===== src/rtl/xmit_frame_gen.sv =====
// Burst frame generator: marker/fill bytes with gaps, priority and abort.
// Define FRAME_GEN_SEQ_EN for sequence payload instead of FILL_BYTE.
module xmit_frame_gen #(
  parameter int          LEN_W     = 24,
  parameter int          CNT_W     = 16,
  parameter int          GAP_W     = 8,
  parameter int          MARK_LEN  = 4,
  parameter logic [7:0]  MARK_BYTE = 8'h33,
  parameter logic [7:0]  FILL_BYTE = 8'hFF
) (
  input  logic             clk_sys,
  input  logic             reset,
  input  logic             start,
  input  logic             abort,
  input  logic             out_ready,
  input  logic [LEN_W-1:0] cfg_len,
  input  logic [CNT_W-1:0] cfg_count,
  input  logic [GAP_W-1:0] cfg_gap,
  input  logic [1:0]       cfg_pri_mode,
  output logic [7:0]       f_data_in,
  output logic [LEN_W-1:0] f_ctrl_in,
  output logic             f_rec_data_valid,
  output logic             f_rec_frame_valid,
  output logic             f_hi_priority,
  output logic             busy,
  output logic             done,
  output logic             cfg_err,
  output logic [CNT_W-1:0] frames_sent
);

  typedef enum logic [1:0] {
    IDLE,
    FRAME,
    GAP
  } state_t;

  localparam logic [LEN_W:0] MK = (LEN_W+1)'(MARK_LEN);

  state_t           state_q, state_d;
  logic [LEN_W-1:0] len_q, len_d;
  logic [CNT_W-1:0] cnt_q, cnt_d;
  logic [GAP_W-1:0] gap_q, gap_d;
  logic [1:0]       mode_q, mode_d;
  logic [LEN_W-1:0] j_q, j_d;
  logic [CNT_W-1:0] frames_q, frames_d;
  logic [GAP_W-1:0] gcnt_q, gcnt_d;
  logic [7:0]       data_q, data_d;
  logic [LEN_W-1:0] ctrl_q, ctrl_d;
  logic             dv_q, dv_d;
  logic             fv_q, fv_d;
  logic             prio_q, prio_d;
  logic             busy_q, busy_d;
  logic             done_q, done_d;
  logic             err_q, err_d;

  // a_* are the values governing this cycle: the fresh cfg on the
  // start cycle so byte 0 leaves immediately, else the latched ones.
  logic             run;
  logic             first;
  logic [LEN_W-1:0] a_len;
  logic [CNT_W-1:0] a_cnt;
  logic [GAP_W-1:0] a_gap;
  logic [1:0]       a_mode;
  logic [LEN_W-1:0] a_j;
  logic [CNT_W-1:0] a_frames;
  logic             is_mark;
  logic             a_prio;
  logic [7:0]       payload;

  always_comb begin
    first    = (state_q == IDLE);
    a_len    = first ? cfg_len      : len_q;
    a_cnt    = first ? cfg_count    : cnt_q;
    a_gap    = first ? cfg_gap      : gap_q;
    a_mode   = first ? cfg_pri_mode : mode_q;
    a_j      = first ? '0           : j_q;
    a_frames = first ? '0           : frames_q;
    is_mark  = ({1'b0, a_j} < MK) ||
               ({1'b0, a_j} + MK >= {1'b0, a_len});
    a_prio   = (a_mode == 2'd1) ||
               ((a_mode == 2'd2) && !a_frames[0]);
`ifdef FRAME_GEN_SEQ_EN
    payload  = a_j[7:0] ^ a_frames[7:0];
`else
    payload  = FILL_BYTE;
`endif
  end

  always_comb begin
    state_d  = state_q;
    len_d    = len_q;
    cnt_d    = cnt_q;
    gap_d    = gap_q;
    mode_d   = mode_q;
    j_d      = j_q;
    frames_d = frames_q;
    gcnt_d   = gcnt_q;
    data_d   = data_q;
    ctrl_d   = ctrl_q;
    prio_d   = prio_q;
    dv_d     = 1'b0;
    fv_d     = 1'b0;
    done_d   = 1'b0;
    err_d    = 1'b0;
    run      = 1'b0;
    if (abort) begin
      state_d = IDLE;
      done_d  = busy_q;
    end else begin
      unique case (state_q)
        IDLE: begin
          if (start) begin
            if (cfg_len == '0) begin
              err_d = 1'b1;
            end else begin
              len_d    = cfg_len;
              cnt_d    = cfg_count;
              gap_d    = cfg_gap;
              mode_d   = cfg_pri_mode;
              frames_d = '0;
              j_d      = '0;
              state_d  = FRAME;
              run      = 1'b1;
            end
          end
        end
        FRAME: run = 1'b1;
        GAP: begin
          if (gcnt_q <= GAP_W'(1)) state_d = FRAME;
          else gcnt_d = gcnt_q - GAP_W'(1);
        end
        default: state_d = IDLE;
      endcase
      if (run && out_ready) begin
        dv_d   = 1'b1;
        fv_d   = (a_j == '0);
        data_d = is_mark ? MARK_BYTE : payload;
        prio_d = a_prio;
        if (a_j == '0) ctrl_d = a_len;
        if (a_j == a_len - LEN_W'(1)) begin
          frames_d = a_frames + CNT_W'(1);
          j_d      = '0;
          if ((a_cnt != '0) && (frames_d == a_cnt)) begin
            state_d = IDLE;
            done_d  = 1'b1;
          end else if (a_gap != '0) begin
            state_d = GAP;
            gcnt_d  = a_gap;
          end else begin
            state_d = FRAME;
          end
        end else begin
          j_d = a_j + LEN_W'(1);
        end
      end
    end
    busy_d = (state_d != IDLE);
  end

  always_ff @(posedge clk_sys) begin
    if (reset) begin
      state_q  <= IDLE;
      len_q    <= '0;
      cnt_q    <= '0;
      gap_q    <= '0;
      mode_q   <= '0;
      j_q      <= '0;
      frames_q <= '0;
      gcnt_q   <= '0;
      data_q   <= '0;
      ctrl_q   <= '0;
      dv_q     <= 1'b0;
      fv_q     <= 1'b0;
      prio_q   <= 1'b0;
      busy_q   <= 1'b0;
      done_q   <= 1'b0;
      err_q    <= 1'b0;
    end else begin
      state_q  <= state_d;
      len_q    <= len_d;
      cnt_q    <= cnt_d;
      gap_q    <= gap_d;
      mode_q   <= mode_d;
      j_q      <= j_d;
      frames_q <= frames_d;
      gcnt_q   <= gcnt_d;
      data_q   <= data_d;
      ctrl_q   <= ctrl_d;
      dv_q     <= dv_d;
      fv_q     <= fv_d;
      prio_q   <= prio_d;
      busy_q   <= busy_d;
      done_q   <= done_d;
      err_q    <= err_d;
    end
  end

  assign f_data_in         = data_q;
  assign f_ctrl_in         = ctrl_q;
  assign f_rec_data_valid  = dv_q;
  assign f_rec_frame_valid = fv_q;
  assign f_hi_priority     = prio_q;
  assign busy              = busy_q;
  assign done              = done_q;
  assign cfg_err           = err_q;
  assign frames_sent       = frames_q;

endmodule

===== config.mk =====
export PLATFORM = sky130hd
export DESIGN_NAME = xmit_frame_gen
export DESIGN_NICKNAME = d
export VERILOG_FILES = /design/src/rtl/xmit_frame_gen.sv
export SDC_FILE = /design/constraint.sdc
export NUM_CORES = 1
export LEC_CHECK = 0
export BUFFER_PORTS_ARGS = -buffer_cell sky130_fd_sc_hd__buf_4
export CELL_PAD_IN_SITES_DETAIL_PLACEMENT = 0
export CELL_PAD_IN_SITES_GLOBAL_PLACEMENT = 1
export CORE_MARGIN = 1.5
export CORE_UTILIZATION = 39
export DETAILED_ROUTE_END_ITERATION = 12
export HOLD_SLACK_MARGIN = 0.1
export PLACE_DENSITY_LB_ADDON = 0.12
export SLEW_MARGIN = 20
export SYNTH_ARGS = -nofsm -noshare
export SYNTH_HDL_FRONTEND = slang
export SYNTH_SLANG_ARGS = --single-unit
export TNS_END_PERCENT = 100

===== constraint.sdc =====
create_clock -name clk_sys -period 5.8 [get_ports clk_sys]
set_input_delay 0.29 -clock clk_sys [delete_from_list [all_inputs] [get_ports clk_sys]]
set_output_delay 0.29 -clock clk_sys [all_outputs]
set_load 0.02 [all_outputs]

==> results.toml, run 1 <==
[run_status]
status = "finished clean"

[yosys]
netlist_area_um2 = 9036
synth_top_cell_area_share_pct = 29.24
synth_enable_flop_cells = 0
yosysTopAreaCell = "sky130_fd_sc_hd__dfxtp_1"
postSynthCellCount = 1227
synthesis.area_per_instance_um2 = 7.364
part_of_the_yosys_area_used_for_sequential_elements_pct = 29.24
yosys_most_used_dff = "sky130_fd_sc_hd__dfxtp_1"
ys_async_sr_fraction_pct = 0
synth-seq-cells = 132
syn_nets = 1315
synth-warning-count = 0
netlist-cell-type-count = 74
post_synth_main_area_contributors = "sky130_fd_sc_hd__dfxtp_1, sky130_fd_sc_hd__nand2_1, sky130_fd_sc_hd__a21oi_1"

[sta]
rsz0062_at_grt = "no"
maxSlewViolCount = 0
final_period_minus_worst_setup_slack_ns = 4.688
timing.max_slew.rel_slack_pct = 35.54
totalNegativeSetupSlack_ns = 0
fmax_mhz = 213.3
setup-violations-final = 0
finalCritPeriodShare_pct = 80.83
report.final.hold_viol_count = 0
final.setup_skew_ns = 0.01185
worst-slew-pin-transition_ns = 0.9634

[critical_path]
kind_of_end_point_of_the_critical_path = "flop"
cp_slowest_cell = "sky130_fd_sc_hd__or2_4"
required_ns = 6.13
timing.critical_path.cells = "or2_4, nand2_1, inv_1, ha_1, nand4_1, nor4_1, and3_1, and4_1, and4_1, and3_1, xnor2_1, ha_1, nand3_1, nor2_1, nand2_1, nor4_1, a211oi_1, o21ai_0, a21oi_1, nand3_1, a21oi_1, a31o_2"
critical_path_peak_fanout = 41
nature_of_the_critical_path_startpoint = "flop"
cpPeakStageDelay_ns = 0.40
arrival_time_of_the_worst_setup_path_ns = 5.01
path_class = "flop to flop"

[placement]
placed_area_um2 = 9853
io_buffer_count = 108
hpwlAfterDp_um = 22480
routabilityCongestion = 0.8950

[routing]
drcViolationCount = 0
routed_wire_per_std_cell_um = 19.54
postRouteWirelength_um = 30590
detail-route-antenna-nets = 0
detail_route.iter0.violations = 638
detailroute.via_count = 9001
drt_first_pass_iters = 5
avgViaCountPerCell = 5.748

[clock_network]
ctsHtreeMaxLevel = 4
clkSlewWorstSetupHoldPaths_ns = 0.07
clk-insertion-delay-late_ns = 0.43
clockBufferDepth = 2
cts_root_buffer = "sky130_fd_sc_hd__clkbuf_16"
post_cts_resized = 0
post-cts-setup-buffers = 0
tritoncts_clock_tree = "done"
num_clock_sinks = 132
cts_inserted_buffers = 17
cts.hold.buffers_added = 0

[cells_and_area]
final_layout_net_count = 1356
fraction_of_final_layout_cells_sized_beyond_drive_strength_1_pct = 13.97
design_area_um2 = 10460
antenna_cells = 0
finish.utilization_pct = 46.05
most_common_library_cell_in_the_layout_ignoring_fill_and_taps = "sky130_fd_sc_hd__nand2_1"
area_growth_syn_to_layout_pct = 15.73
layout_common_cells = "sky130_fd_sc_hd__nand2_1, sky130_fd_sc_hd__a21oi_1, sky130_fd_sc_hd__dfxtp_1"
nFillCells = 2356

[pwr]
power.static_leakage_nw = 4.060
switching_share_pct = 28.69
internal_power_mw = 1.714
net-switching-power_mw = 0.6896
post-layout-total-power_mw = 2.404
comb_power_share_pct = 14.8
power.share.sequential_pct = 40.0
pwr_per_cell_area_nw_per_um2 = 229.8
power.share.clock_pct = 45.2
worst_ir_drop_vdd_uv = 157.3

[global_routing]
groute.layer.met2.usage_pct = 43.73
grt-busiest-layer = "met2"
grt_first_pass_wirelength_um = 48550
grt_antenna_before_repair = 0
grt_overflow_total = 0
grt_max_degree = 66
global_route.usage.met3_pct = 4.095
gr-usage-all-layers_pct = 25.80
grt_pass1_vias = 8657
groute.layer.met1.usage_pct = 33.14

[die]
initial_core_util_pct = 39.79
die_ar_um2 = 24090
num_rows = 55
top_level_ports = 109
floorplan.die.width_um = 155.2
die_h_um = 155.2
core_region_area_um2 = 22710

[hold_path]
hold_path.class = "input port to flop"

[job]
cap_violations = 0
## worst max-delay path: cells and delay by family (launching register included)
family | cells | cell delay (ns)
compound gates | 5 | 0.50
xor+xnor | 1 | 0.11
fa+ha+maj | 2 | 0.57
buf+inv | 1 | 0.14
flops | 1 | 0.33
simple gates | 13 | 2.95
## sequential cells by signal, summed over array words and instances, names as in the netlist
signal / cells
len_q: 24
done: 1
cfg_err: 1
gap_q: 8
f_rec_data_valid: 1
gcnt_q: 8
f_data_in: 2
f_ctrl_in: 24
busy: 1
mode_q: 2
state_q: 2
cnt_q: 16
frames_sent: 16
f_hi_priority: 1
j_q: 24
f_rec_frame_valid: 1
## final cells by class
type                       count  area (um2)  area share [%]
clock buffer                  20       446.7           4.271
timing repair buffer         121       928.4           8.878
tap                          285       356.6           3.410
inverter                      32       120.1           1.149
clock inverter                12       130.1           1.244
multi-input combinational    964        5833           55.78
sequential                   132        2643           25.27
## worst paths after layout
check	end	start	depth (start not counted)	slack (ns)
max	f_data_in[6]	state_q[1]	22	1.11
min	cnt_q[5]	cfg_count[5]	3	0.12
max reg2reg	f_data_in[6]	state_q[1]	22	1.11
min reg2reg	gap_q[7]	gap_q[7]	2	0.45
## metal layers
layer,part of all wire [%],vias up
met3,5.4,49
met1,44,4241
met5,0,-
met4,2.5,0
li1,-,4427
met2,48,284
## cell usage after synthesis (4+ instances only)
library cell,instances
sky130_fd_sc_hd__nand2_1,202
sky130_fd_sc_hd__a21oi_1,151
sky130_fd_sc_hd__dfxtp_1,132
sky130_fd_sc_hd__nor2_1,97
sky130_fd_sc_hd__clkbuf_1,53
sky130_fd_sc_hd__nand3_1,48
sky130_fd_sc_hd__xnor2_1,43
sky130_fd_sc_hd__xor2_1,41
sky130_fd_sc_hd__nor4_1,34
sky130_fd_sc_hd__ha_1,33
sky130_fd_sc_hd__nand4_1,32
sky130_fd_sc_hd__inv_1,31
sky130_fd_sc_hd__nor3_1,30
sky130_fd_sc_hd__a211oi_1,26
sky130_fd_sc_hd__mux2i_1,24
sky130_fd_sc_hd__o21ai_0,21
sky130_fd_sc_hd__and2_1,17
sky130_fd_sc_hd__buf_2,17
sky130_fd_sc_hd__buf_1,14
sky130_fd_sc_hd__buf_4,13
sky130_fd_sc_hd__nor3b_1,13
sky130_fd_sc_hd__a32oi_1,11
sky130_fd_sc_hd__and3_1,11
sky130_fd_sc_hd__a21o_1,10
sky130_fd_sc_hd__or3_1,9
sky130_fd_sc_hd__a31oi_1,6
sky130_fd_sc_hd__o22ai_1,6
sky130_fd_sc_hd__and4_1,5
sky130_fd_sc_hd__o211ai_1,5
sky130_fd_sc_hd__o31ai_1,5
sky130_fd_sc_hd__or4_1,5
sky130_fd_sc_hd__a22o_1,4
sky130_fd_sc_hd__a22oi_1,4
sky130_fd_sc_hd__nor2b_1,4
sky130_fd_sc_hd__o21ai_1,4
sky130_fd_sc_hd__o31a_1,4
sky130_fd_sc_hd__or2_2,4
## power by group through the flow
stage                     logic (mW)  clock network, mW  registers, mW
after CTS                      0.355               1.10          0.961
after global routing           0.394               1.14          0.964
final                          0.357               1.09          0.961
after detailed placement       0.354                  0          0.981
after floorplan                0.212                  0          0.988
after global placement         0.353                  0          0.980
## metrics by stage
step | hold WS, ns | instances | worst slack (ns)
final | 0.1181 | 1566 | 1.112
after detailed placement | 0.4474 | 1533 | 1.184
after global routing | 0.1111 | 1566 | 0.7047
after global placement | 0.4412 | 1533 | 1.272
after CTS | 0.1068 | 1565 | 1.134
after floorplan | 0.4260 | 1227 | 0.2016
## logic make-up (layout without fill, tap and decap cells)
family	Yosys count	count (layout)	synth area share (%)
simple gates	535	535	29.08
mux	27	27	3.032
buf+inv	131	185	6.383
flops	132	132	29.24
xor+xnor	84	84	8.142
compound gates	285	285	19.55
fa+ha+maj	33	33	4.569
(Power assumes the default switching activity.)
==> inputs of run 2 (changes only) <==
==> constraint.sdc (replaced) <==
create_clock -name clk_sys -period 4.2 [get_ports clk_sys]
set_input_delay 0.21 -clock clk_sys [delete_from_list [all_inputs] [get_ports clk_sys]]
set_output_delay 0.21 -clock clk_sys [all_outputs]
set_load 0.02 [all_outputs]
==> run 2 against run 1 <==
Global-route usage up 1.3 points. Sequential power increased by 38%. Critical path depth fell by 2. Register-to-register slack worse by 0.76 ns. Fmax increased by 22%. Worst hold slack better by 0.0077 ns.
==> results.toml, run 2 (synthesized netlist as in run 1, its figures left out) <==
[sta]
worst-slew-pin-transition_ns = 0.9290
timing.max_slew.rel_slack_pct = 37.84
rsz0062_at_grt = "no"
maxSlewViolCount = 0
setup_ws_ns = 0.3514
fmax_mhz = 259.8
fin_worst_hold_slack_ns = 0.1258
report.final.hold_viol_count = 0
final.setup_skew_ns = 0.01157
finalCritPeriodShare_pct = 91.63
setup-violations-final = 0
final_period_minus_worst_setup_slack_ns = 3.849

[critical_path]
timing.critical_path.cells = "or2_4, buf_12, nand2_1, nor2_1, nand2_1, nor3_1, and3_1, nand2_1, xor2_1, ha_1, nand3_1, nor2_1, nand2_1, nor4_2, a211oi_1, o21ai_1, a21oi_1, nand3_1, a21oi_1, a31o_2"
critPathBufInv = 1
critical_path.top_delay_family = "simple AND/OR/NAND/NOR gates"
cpPeakStageDelay_ns = 0.40
path_class = "flop to flop"
critical_path_peak_fanout = 100
arrival_time_of_the_worst_setup_path_ns = 4.17
nature_of_the_critical_path_startpoint = "flop"
kind_of_end_point_of_the_critical_path = "flop"
timing.critical_path.mode_cell = "sky130_fd_sc_hd__nand2_1"
cp_slowest_cell = "sky130_fd_sc_hd__buf_12"
required_ns = 4.53

[clock_network]
clk-insertion-delay-late_ns = 0.44
num_clock_sinks = 132
clockBufferDepth = 2
clkSlewWorstSetupHoldPaths_ns = 0.07
ctsHtreeMaxLevel = 4
tritoncts_clock_tree = "done"
cts_root_buffer = "sky130_fd_sc_hd__clkbuf_16"
cts_inserted_buffers = 17

[routing]
avgViaCountPerCell = 5.640
detail-route-antenna-nets = 0
detailroute.via_count = 9294
drt_first_pass_iters = 5
postRouteWirelength_um = 32060
routed_wire_per_std_cell_um = 19.45
detail_route.iter0.violations = 600
drcViolationCount = 0

[global_routing]
grt_max_degree = 101
grt_overflow_total = 0
gr-usage-all-layers_pct = 27.11
grt_pass1_vias = 8941
grt_antenna_before_repair = 0
grt_first_pass_wirelength_um = 50850

[pwr]
worst_ir_drop_vdd_uv = 226.1
power.static_leakage_nw = 4.453
pwr_per_cell_area_nw_per_um2 = 297.9
post-layout-total-power_mw = 3.354

[placement]
preCtsSetupSlack_ns = 0.1342
placed_cells_incl_taps = 1564
io_buffer_count = 108
hpwlAfterDp_um = 22820
routabilityCongestion = 0.9082

[cells_and_area]
nFillCells = 2296
layout_common_cells = "sky130_fd_sc_hd__nand2_1, sky130_fd_sc_hd__a21oi_1, sky130_fd_sc_hd__buf_4"
final_layout_net_count = 1438
area_growth_syn_to_layout_pct = 24.59
fraction_of_final_layout_cells_sized_beyond_drive_strength_1_pct = 16.36
antenna_cells = 0
layoutNonFillerInstCount = 1648
most_common_library_cell_in_the_layout_ignoring_fill_and_taps = "sky130_fd_sc_hd__nand2_1"

[job]
cap_violations = 0

[run_status]
status = "finished clean"

[hold_path]
hold_path.class = "input port to flop"

[die]
floorplan.die.width_um = 155.2
initial_core_util_pct = 39.79
core_region_area_um2 = 22710
num_rows = 55
top_level_ports = 109
die_ar_um2 = 24090
die_h_um = 155.2
==> run 2: cell count changes in the layout (fill, tap and decap cells not counted), sizes merged <==
cell         previous run  this run
buf                   121       153
clkbuf                 20        19
inv                    34        36
dlygate4sd3             0        50
clkinvlp                5         4
bufinv                  2         1
clkinv                  3         4
==> run 2: tightest hold or removal path: cells and delay by family <==
kind	cells	cell delay [ns]
buf+inv	1	0.11
simple gates	2	0.19
==> run 2: per-layer routing <==
metal | vias to the layer above | global-route usage [%] | wire [um]
li1 | 4613 | - | -
met1 | 4416 | 34.02 | 14470
met2 | 225 | 47.47 | 15700
met3 | 40 | 4.568 | 1282
met4 | 0 | 8.299 | 601
met5 | - | 0 | 0
==> run 2: power by group <==
group	leakage, nW	switching, mW	internal [mW]
clock network	0.267	0.643	0.836
registers	1.07	0.0348	1.29
logic	3.11	0.322	0.226
==> run 2: repair_timing <==
action / in CTS / in global routing
hold buffers: 50 / 0
buffers inserted: 0 / 2
gates resized for setup: 0 / 7
endpoints found under the setup margin: 0 / 3
endpoints found under the hold margin: 50 / 0
==> run 2: final timing paths <==
path / to / slack (ns) / from / depth (start not counted)
max: f_data_in[6] / 0.35 / state_q[1] / 20
min: cfg_err / 0.13 / start / 3
max reg2reg: f_data_in[6] / 0.35 / state_q[1] / 20
min reg2reg: cnt_q[4] / 0.46 / cnt_q[4] / 2
==> run 2: layout make-up <==
cell class,instances,area [um2],area share (%)
Multi-Input combinational cell,964,5898,52.39
Sequential cell,132,2644,23.48
Timing Repair Buffer,203,1674,14.87
Clock buffer,19,442.9,3.934
Tap cell,285,356.6,3.167
Clock inverter,13,122.6,1.089
Inverter,32,120.1,1.067
==> run 2: stage by stage <==
step                util [%]  setup TNS (ns)  instance area [um2]
finish                 49.58               0                11260
global route           49.58               0                11260
CTS                    49.39               0                11220
detailed placement     44.69               0                10150
global placement       44.69               0                10150
floorplan                  -         -0.4312                 9134
